<file path="src/rtl/uart_pkg.sv">
// Shared UART definitions: receiver state encoding, legal prescale ratios and
// parity-type constants used by both the transmitter and the receiver.
package uart_pkg;

  typedef enum logic [2:0] {
    IDLE,
    START,
    DATA,
    PARITY,
    STOP
  } rx_state_t;

  localparam logic [5:0] PRESCALE_8  = 6'd8;
  localparam logic [5:0] PRESCALE_16 = 6'd16;
  localparam logic [5:0] PRESCALE_32 = 6'd32;

  localparam logic EVEN = 1'b0;
  localparam logic ODD  = 1'b1;

  function automatic logic is_legal_prescale(input logic [5:0] p);
    return (p == PRESCALE_8) || (p == PRESCALE_16) || (p == PRESCALE_32);
  endfunction

  // Parity bit the sender should have put on the line, given the XOR of the data bits.
  function automatic logic expected_parity(input logic data_xor, input logic par_typ);
    return (par_typ == EVEN) ? data_xor : ~data_xor;
  endfunction

endpackage

</file>
<file path="src/rtl/uart_rx_if.sv">
// UART receiver signal bundle: serial line and frame configuration in,
// recovered word and status strobes out.
interface uart_rx_if #(
  parameter int WIDTH = 8
);
  logic             RX_IN;
  logic [5:0]       Prescale;
  logic             PAR_EN;
  logic             PAR_TYP;
  logic [WIDTH-1:0] P_DATA;
  logic             DATA_VALID;
  logic             PAR_ERR;
  logic             STP_ERR;

  modport master (
    output RX_IN, Prescale, PAR_EN, PAR_TYP,
    input  P_DATA, DATA_VALID, PAR_ERR, STP_ERR
  );

  modport slave (
    input  RX_IN, Prescale, PAR_EN, PAR_TYP,
    output P_DATA, DATA_VALID, PAR_ERR, STP_ERR
  );
endinterface

</file>
<file path="src/rtl/uart_rx_sampler.sv">
// Per-bit edge counter and 3-sample majority voter for the UART receiver.
// The counter is held at 0 while i_run is low and wraps at prescale-1.
module uart_rx_sampler (
  input  logic       CLK,
  input  logic       RST,
  input  logic       i_run,
  input  logic       i_rx,
  input  logic [5:0] i_prescale,
  output logic [5:0] o_edge_cnt,
  output logic       o_sampled_bit,
  output logic       o_bit_done
);

  logic [5:0] r_edge_cnt;
  logic [2:0] r_samples;
  logic [5:0] w_half;
  logic [5:0] w_last;

  assign w_half = i_prescale >> 1;
  assign w_last = i_prescale - 6'd1;

  always_ff @(posedge CLK) begin
    if (!RST || !i_run) begin
      r_edge_cnt <= '0;
    end else if (r_edge_cnt == w_last) begin
      r_edge_cnt <= '0;
    end else begin
      r_edge_cnt <= r_edge_cnt + 6'd1;
    end
  end

  always_ff @(posedge CLK) begin
    if (!RST) begin
      r_samples <= '1;
    end else if (i_run) begin
      if (r_edge_cnt == w_half - 6'd1) r_samples[0] <= i_rx;
      if (r_edge_cnt == w_half)        r_samples[1] <= i_rx;
      if (r_edge_cnt == w_half + 6'd1) r_samples[2] <= i_rx;
    end
  end

  assign o_edge_cnt    = r_edge_cnt;
  assign o_sampled_bit = (r_samples[0] & r_samples[1]) |
                         (r_samples[0] & r_samples[2]) |
                         (r_samples[1] & r_samples[2]);
  assign o_bit_done    = i_run && (r_edge_cnt == w_last);

endmodule

</file>
<file path="src/rtl/uart_rx.sv">
// Oversampling UART receiver: start/data/parity/stop framing with 1-cycle status strobes.
// Define UART_RX_INPUT_SYNC_EN to pass RX_IN through a 2-flop synchronizer first.
module uart_rx
  import uart_pkg::*;
#(
  parameter int WIDTH = 8
) (
  input logic        CLK,
  input logic        RST,
  uart_rx_if.slave   rx_if
);

  localparam int BCW = (WIDTH > 1) ? $clog2(WIDTH) : 1;

  rx_state_t        r_state, w_next_state;
  logic [5:0]       r_prescale;
  logic             r_par_en;
  logic             r_par_typ;
  logic [WIDTH-1:0] r_shift;
  logic [WIDTH-1:0] r_p_data;
  logic [BCW-1:0]   r_bit_cnt, w_bit_cnt_next;
  logic             r_par_bad;
  logic             r_data_valid, r_par_err, r_stp_err;

  logic             w_rx;
  logic [5:0]       w_edge_cnt;
  logic             w_sampled_bit;
  logic             w_bit_done;
  logic             w_start_det, w_shift_en, w_par_chk, w_eval;

`ifdef UART_RX_INPUT_SYNC_EN
  logic [1:0] r_sync;

  always_ff @(posedge CLK) begin
    if (!RST) r_sync <= '1;
    else      r_sync <= {r_sync[0], rx_if.RX_IN};
  end

  assign w_rx = r_sync[1];
`else
  assign w_rx = rx_if.RX_IN;
`endif

  uart_rx_sampler u_sampler (
    .CLK           (CLK),
    .RST           (RST),
    .i_run         (r_state != IDLE),
    .i_rx          (w_rx),
    .i_prescale    (r_prescale),
    .o_edge_cnt    (w_edge_cnt),
    .o_sampled_bit (w_sampled_bit),
    .o_bit_done    (w_bit_done)
  );

  always_ff @(posedge CLK) begin
    if (!RST) r_state <= IDLE;
    else      r_state <= w_next_state;
  end

  always_comb begin
    w_next_state   = r_state;
    w_bit_cnt_next = r_bit_cnt;
    w_start_det    = 1'b0;
    w_shift_en     = 1'b0;
    w_par_chk      = 1'b0;
    w_eval         = 1'b0;
    case (r_state)
      IDLE: begin
        if (!w_rx) begin
          w_next_state = START;
          w_start_det  = 1'b1;
        end
      end
      START: begin
        w_bit_cnt_next = '0;
        if (w_bit_done) w_next_state = w_sampled_bit ? IDLE : DATA;
      end
      DATA: begin
        if (w_bit_done) begin
          w_shift_en = 1'b1;
          if (r_bit_cnt == BCW'(WIDTH - 1)) begin
            w_bit_cnt_next = '0;
            w_next_state   = r_par_en ? PARITY : STOP;
          end else begin
            w_bit_cnt_next = r_bit_cnt + 1'b1;
          end
        end
      end
      PARITY: begin
        // Majority result first becomes valid two counts past mid-bit.
        w_par_chk = (w_edge_cnt == (r_prescale >> 1) + 6'd2);
        if (w_bit_done) w_next_state = STOP;
      end
      STOP: begin
        if (w_bit_done) begin
          w_eval       = 1'b1;
          w_next_state = IDLE;
        end
      end
      default: w_next_state = IDLE;
    endcase
  end

  always_ff @(posedge CLK) begin
    if (!RST) begin
      r_prescale   <= PRESCALE_16;
      r_par_en     <= 1'b0;
      r_par_typ    <= EVEN;
      r_shift      <= '0;
      r_p_data     <= '0;
      r_bit_cnt    <= '0;
      r_par_bad    <= 1'b0;
      r_data_valid <= 1'b0;
      r_par_err    <= 1'b0;
      r_stp_err    <= 1'b0;
    end else begin
      r_data_valid <= 1'b0;
      r_par_err    <= 1'b0;
      r_stp_err    <= 1'b0;
      r_bit_cnt    <= w_bit_cnt_next;
      if (w_start_det) begin
        // Illegal ratios fall back to 16 so a stray setting still frames sanely.
        r_prescale <= is_legal_prescale(rx_if.Prescale) ? rx_if.Prescale : PRESCALE_16;
        r_par_en   <= rx_if.PAR_EN;
        r_par_typ  <= rx_if.PAR_TYP;
        r_par_bad  <= 1'b0;
      end
      if (w_shift_en) r_shift <= {w_sampled_bit, r_shift[WIDTH-1:1]};
      if (w_par_chk)  r_par_bad <= (w_sampled_bit != expected_parity(^r_shift, r_par_typ));
      if (w_eval) begin
        r_stp_err <= ~w_sampled_bit;
        r_par_err <= r_par_bad;
        if (w_sampled_bit && !r_par_bad) begin
          r_p_data     <= r_shift;
          r_data_valid <= 1'b1;
        end
      end
    end
  end

  assign rx_if.P_DATA     = r_p_data;
  assign rx_if.DATA_VALID = r_data_valid;
  assign rx_if.PAR_ERR    = r_par_err;
  assign rx_if.STP_ERR    = r_stp_err;

endmodule

</file>
<file path="src/flat_wrapper.sv">
// flat-port wrapper written by rule: the top's interface ports become plain ports
module uart_rx_flat import uart_pkg::*;
#(
  parameter int WIDTH = 8
)
  (CLK, RST, rx_if_RX_IN, rx_if_Prescale, rx_if_PAR_EN, rx_if_PAR_TYP, rx_if_P_DATA, rx_if_DATA_VALID, rx_if_PAR_ERR, rx_if_STP_ERR);
  uart_rx_if #(.WIDTH(WIDTH)) rx_if_i ();
  input logic CLK;
  input logic RST;
  input wire logic [$bits(rx_if_i.RX_IN)-1:0] rx_if_RX_IN;
  input wire logic [$bits(rx_if_i.Prescale)-1:0] rx_if_Prescale;
  input wire logic [$bits(rx_if_i.PAR_EN)-1:0] rx_if_PAR_EN;
  input wire logic [$bits(rx_if_i.PAR_TYP)-1:0] rx_if_PAR_TYP;
  output wire logic [$bits(rx_if_i.P_DATA)-1:0] rx_if_P_DATA;
  output wire logic [$bits(rx_if_i.DATA_VALID)-1:0] rx_if_DATA_VALID;
  output wire logic [$bits(rx_if_i.PAR_ERR)-1:0] rx_if_PAR_ERR;
  output wire logic [$bits(rx_if_i.STP_ERR)-1:0] rx_if_STP_ERR;
  assign rx_if_i.RX_IN = rx_if_RX_IN;
  assign rx_if_i.Prescale = rx_if_Prescale;
  assign rx_if_i.PAR_EN = rx_if_PAR_EN;
  assign rx_if_i.PAR_TYP = rx_if_PAR_TYP;
  assign rx_if_P_DATA = rx_if_i.P_DATA;
  assign rx_if_DATA_VALID = rx_if_i.DATA_VALID;
  assign rx_if_PAR_ERR = rx_if_i.PAR_ERR;
  assign rx_if_STP_ERR = rx_if_i.STP_ERR;
  uart_rx #(.WIDTH(WIDTH)) u_core (.CLK(CLK), .RST(RST), .rx_if(rx_if_i));
endmodule
</file>
<file path="config.mk">
export PLATFORM = sky130hd
export DESIGN_NAME = uart_rx_flat
export DESIGN_NICKNAME = d
export VERILOG_FILES = /design/src/rtl/uart_pkg.sv /design/src/rtl/uart_rx_if.sv /design/src/rtl/uart_rx_sampler.sv /design/src/rtl/uart_rx.sv /design/src/flat_wrapper.sv
export SDC_FILE = /design/constraint.sdc
export NUM_CORES = 1
export LEC_CHECK = 0
export ABC_CLOCK_PERIOD_IN_PS = 2500
export CAP_MARGIN = 25
export CORE_MARGIN = 4
export CORE_UTILIZATION = 57
export DETAILED_ROUTE_END_ITERATION = 7
export HOLD_SLACK_MARGIN = 0.05
export MAX_ROUTING_LAYER = met4
export PLACE_DENSITY = 0.77
export SYNTH_ARGS = -nofsm -noshare
export SYNTH_HDL_FRONTEND = slang
export SYNTH_SLANG_ARGS = --single-unit
export TNS_END_PERCENT = 50
</file>
<file path="constraint.sdc">
create_clock -name CLK -period 2.5 [get_ports CLK]
set_input_delay 0.5 -clock CLK [delete_from_list [all_inputs] [get_ports CLK]]
set_output_delay 0.5 -clock CLK [all_outputs]
set_load 0.02 [all_outputs]
</file>
* Word-level counts from Yosys, hierarchy flattened *
Index checks and enable logic that the tools add are counted.

cells by class
  bitwise logic cells = 7
  reduce and logical (&&, ||, !) cells = 21
  equal/unequal tests = 20
  multiplexer cells = 23
  add/subtract/negate cells = 6

operator list
  cell                 number
  $mux 3               9
  $eq 6x6->1           4
  $pmux 3 s5           1
  $reduce_and 2->1     6
  $mux 1               10
  $ne 2x2->1 const B   5
  $reduce_xor 8->1     1
  $add 5x1->6 const B  1
  $add 5x2->6 const B  1
  $add 6x1->6 const B  1
  $eq 3x2->1 const B   2
  $eq 3x3->1 const B   2
  $eq 6x4->1 const B   1
  $eq 6x5->1           1
  $eq 6x5->1 const B   1
  $eq 6x6->1 const B   1
  $mux 6               1
  $pmux 3 s2           1
  $reduce_and 6->1     1
  $sub 5x1->6 const B  1
  $sub 6x1->6 const B  1
  $reduce_bool 2->1    2
  $add 3x1->3 const B  1
  $and 1x1->1          3
  other kinds (12)     19

storage, ports and cells
  bits in registers = 43
  output and inout bits = 11

* Logic depth before layout (Yosys ltp) *
  depth in word-level cells = 6
  depth in mapped cells = 9
  gate-level depth less buffers = 7

* Cells and area by module *
A second synthesis with hierarchy kept.

second synthesis, totals
  cells, all modules = 272
  area total of the unflattened synthesis = 2527.4 um^2

modules (own cells, without submodules)
  module           cells an instance  sequential area each (um^2)  area an instance (um^2)  times used
  uart_rx          170                680.7                        1665.3                   1
  uart_rx_sampler  102                180.2                        862.1                    1

* Least setup slack after synthesis *
OpenSTA, ideal clock, no wires.

  path type = register to register
  from = register u_core.r_prescale[2]
  to = register u_core.r_state[0]
  clock period less this slack = 2.017 ns
  buffers on the path = 0
  arrival = 1.900 ns
  path slack = 0.483 ns
  cell stages (with the launch flop) = 8
  cell sequence = dfxtp_1 inv_1 ha_1 nor3b_2 and3_1 o2111a_2 a31o_2 a32o_1

between the ends
  longest elaborated chain between the ends = 5

RTL lines
  element                       line                   source
  start, declared               uart_rx.sv:16          logic [5:0] r_prescale;
  start signal, assigned        uart_rx.sv:123         r_prescale <= is_legal_prescale(rx_if.Prescale) ? rx_if.Prescale : PRESCALE_16;
  $sub 6x1->6 *                 uart_rx_sampler.sv:20  assign w_last = i_prescale - 6'd1;
  $eq 6x6->1 *                  uart_rx_sampler.sv:46  assign o_bit_done = i_run && (r_edge_cnt == w_last);
  $logic_and 1x1->1 *           uart_rx_sampler.sv:46
  $ne 2x2->1 (no line)          -
  $reduce_and 6->1 (no line) *  -
  end signal, assigned          uart_rx.sv:57          else r_state <= w_next_state;
  end, declared                 uart_rx.sv:15          rx_state_t r_state, w_next_state;

Mark *: on every way between the ends. The rest lies on a longest branch, timed or not.
A chain may end at the register's enable or synchronous reset.

* Worst setup path after layout *
  from = register u_core.r_prescale[1]
  to = register u_core.r_state[0]

The elaborated chain is that of the path after synthesis.

==> impl_metrics.ini <==
[place]
place.port_buffers = 21
placed_cells = 347
dp_hpwl_mm = 3.993
gp_congestion = 0.9375

[logic_synthesis]
synth_edf_count = 0
syn_inst = 282
synthesis.nets = 303
syn_area_sq_um = 2482
synth_flop_cell = dfxtp_1
yosysTopAreaCell = dfxtp_1
synth_top_area_share = 0.3468
yosysUniqueCellTypes = 55
synth_seq_area_share = 0.3468
synth-seq-cells = 43
synth_area_leaders = dfxtp_1 (35%), xnor2_1 (7.8%), mux2i_1 (6.0%)
avgSynthCellArea_sq_um = 8.803
synthArstFlopShare = 0
yosysWarningCount = 0

[route]
wirelength_mm = 5.249
drt_iter0_drc = 153
drc_errors = 0
drtAntennaViolNets = 0
via_per_inst = 5.735
dr_total_vias = 2036
wl_per_cell_microns = 14.79
dr.pass1.iters = 4

[worst_setup_path]
endpoint_kind = flip-flop
crit_required_ns = 2.70
path_buf_inv = 1
cp.arrival_ns = 2.41
start_kind = flip-flop
reg2regPathDepth = 7
slowest_delay_ns = 0.43
worst_r2r_endpoint = u_core.r_state[0]$_SDFFE_PN0P_
cp_slowest_cell = dfxtp_1
crit_start = u_core.r_prescale[1]$_SDFFE_PN0P_
crit_family = compound AO/OA/AOI/OAI gates
r2r_slack_ns = 0.29
critPathMaxFanout = 12
path_cells = inv_1, ha_1, nor3b_2, and3_1, o2111a_2, a31o_2, a32o_1
rr_startpoint = u_core.r_prescale[1]$_SDFFE_PN0P_
criticalPathCategory = reg -> reg

[timing]
timing.slew.headroom = 0.6660
final-hold-violation-count = 0
max_freq_mhz = 452.6
rsz0062_at_grt = no
maxSlewViolCount = 0
fin_crit_sh = 0.8839
min_period_ns = 2.210
max_slew.worst_pin.slew_ns = 0.4992
clock_skew_ns = 0.005053
setup_tns_ns = 0
setup_viol = 0

[die]
initial_core_util = 0.6032
die_area_sq_um = 5475
die_w_microns = 73.99
rows = 23
die_y_microns = 73.99
fp.coreArea_sq_um = 4115
pin_count = 22

[cells_and_area]
fillCellCount = 352
fin_cells = 355
layout.cells.most_common = dfxtp_1
layout_common_cells = dfxtp_1 (43), nand2_1 (28), xnor2_1 (22)
layout-drive-gt1-share = 0.09836
areaGrowthSynthToFinish_pct = 13.46
final_nets = 325
diodes = 0

[grt]
grt_usage = 0.2168
grt-ovfl-total = 0
grt_max_degree = 20
grt_first_pass_wirelength_mm = 8.887
antenna_found_initial = 0
grt_pass1_vias = 1933

[power]
peakVddDrop_mv = 0.3928
power.density_nw_per_um2 = 530.8
power_uw = 1495
leakagePower_uw = 0.001126

[cts]
htreeDepth = 2
clk_pin_slew_worst_paths_ns = 0.08
postCtsSetupBuffers = 0
cts_buffers = 5
clock_path_buffers = 2
cts_tree = built
clock_latency_ns = 0.30
hold_buffers = 0
root_buffer = clkbuf_8
cts_resized = 0
numClockSinks = 43

[hold_path]
hold_start = u_core.rx_if.P_DATA[2]$_SDFFE_PN0P_
holdPathEnd = u_core.rx_if.P_DATA[2]$_SDFFE_PN0P_
holdPathStages = 2
min_path_type = reg -> reg

[outcome]
outcome = finished, final reports clean

[run]
maxCapViolCount = 0
## cells in the mapped netlist (9+ instances only)
cell     number
inv_1        10
mux2i_1      15
xnor2_1      22
o21ai_0      11
a21oi_1      16
nor2_1       15
nand2_1      28
nor3_1        9
nand3_1      21
dfxtp_1      43
ha_1         10
xor2_1       11
## final cells by class
cell class | instances | area [sq um] | area share
Multi-Input combinational cell | 215 | 1500 | 0.5327
Timing Repair Buffer | 29 | 270.3 | 0.09596
Inverter | 10 | 37.54 | 0.01333
Clock inverter | 2 | 12.51 | 0.004442
Clock buffer | 6 | 72.57 | 0.02577
Sequential cell | 43 | 860.8 | 0.3056
Tap cell | 50 | 62.56 | 0.02221
## worst max path at each step
stage,cells past startpoint,to,slack (ns)
after floorplan,7,u_core.r_state[0]$_SDFFE_PN0P_,0.48
after global placement,7,u_core.r_state[0]$_SDFFE_PN0P_,0.35
after detailed placement,8,u_core.r_bit_cnt[1]$_SDFFE_PN0P_,0.31
after CTS,7,u_core.r_state[0]$_SDFFE_PN0P_,0.30
after global routing,7,u_core.u_sampler.r_samples[2]$_SDFFE_PN1P_,0.1
final,7,u_core.r_state[0]$_SDFFE_PN0P_,0.29
## cell families (layout without fill, tap and decap cells)
group | count (synthesis) | in the layout | synth area share
simple gates | 105 | 105 | 0.2253
buf+inv | 24 | 47 | 0.04889
mux | 15 | 15 | 0.06048
compound gates | 49 | 49 | 0.1346
flops | 43 | 43 | 0.3468
xor+xnor | 35 | 35 | 0.1295
fa+ha+maj | 11 | 11 | 0.05444
## state kept, by name (all words and copies together), names as in the netlist
register / count
u_core.r_bit_cnt: 3
u_core.u_sampler.o_edge_cnt: 6
u_core.r_state: 3
u_core.r_par_bad: 1
u_core.rx_if.STP_ERR: 1
u_core.r_par_typ: 1
u_core.r_par_en: 1
u_core.u_sampler.r_samples: 3
u_core.r_prescale: 6
u_core.rx_if.P_DATA: 8
u_core.rx_if.DATA_VALID: 1
u_core.r_shift: 8
u_core.rx_if.PAR_ERR: 1
## power by group
part           total (uW)  switching, uW  internal [uW]
Combinational         299            164            134
Sequential            754           45.9            708
Clock                 442            247            195
Total                1500            457           1040
## worst min-delay path, cell delays in order, from the launching register on
cell and delay, ns:
dfxtp_1 0.31, o21ai_0 0.06, a21oi_1 0.06
## routing by layer
metal | track usage | part of all wire | vias to the layer above
met2 | 0.3219 | 0.45 | 40
li1 | - | - | 1034
met5 | - | 0 | -
met1 | 0.2959 | 0.49 | 954
met3 | 0.04595 | 0.051 | 8
met4 | 0.06640 | 0.0091 | 0
## per-stage QoR
step                      hold WS (ns)  cell area (sq um)  utilization  setup WS (ns)
after global placement          0.4501               2731       0.6637         0.3516
after floorplan                 0.4418               2482            -         0.4831
after global routing            0.4891               2816       0.6844        0.09734
after detailed placement        0.4654               2731       0.6637         0.3061
final                           0.4746               2816       0.6844         0.2903
after CTS                       0.4785               2816       0.6844         0.2972
(Power assumes the default switching activity.)
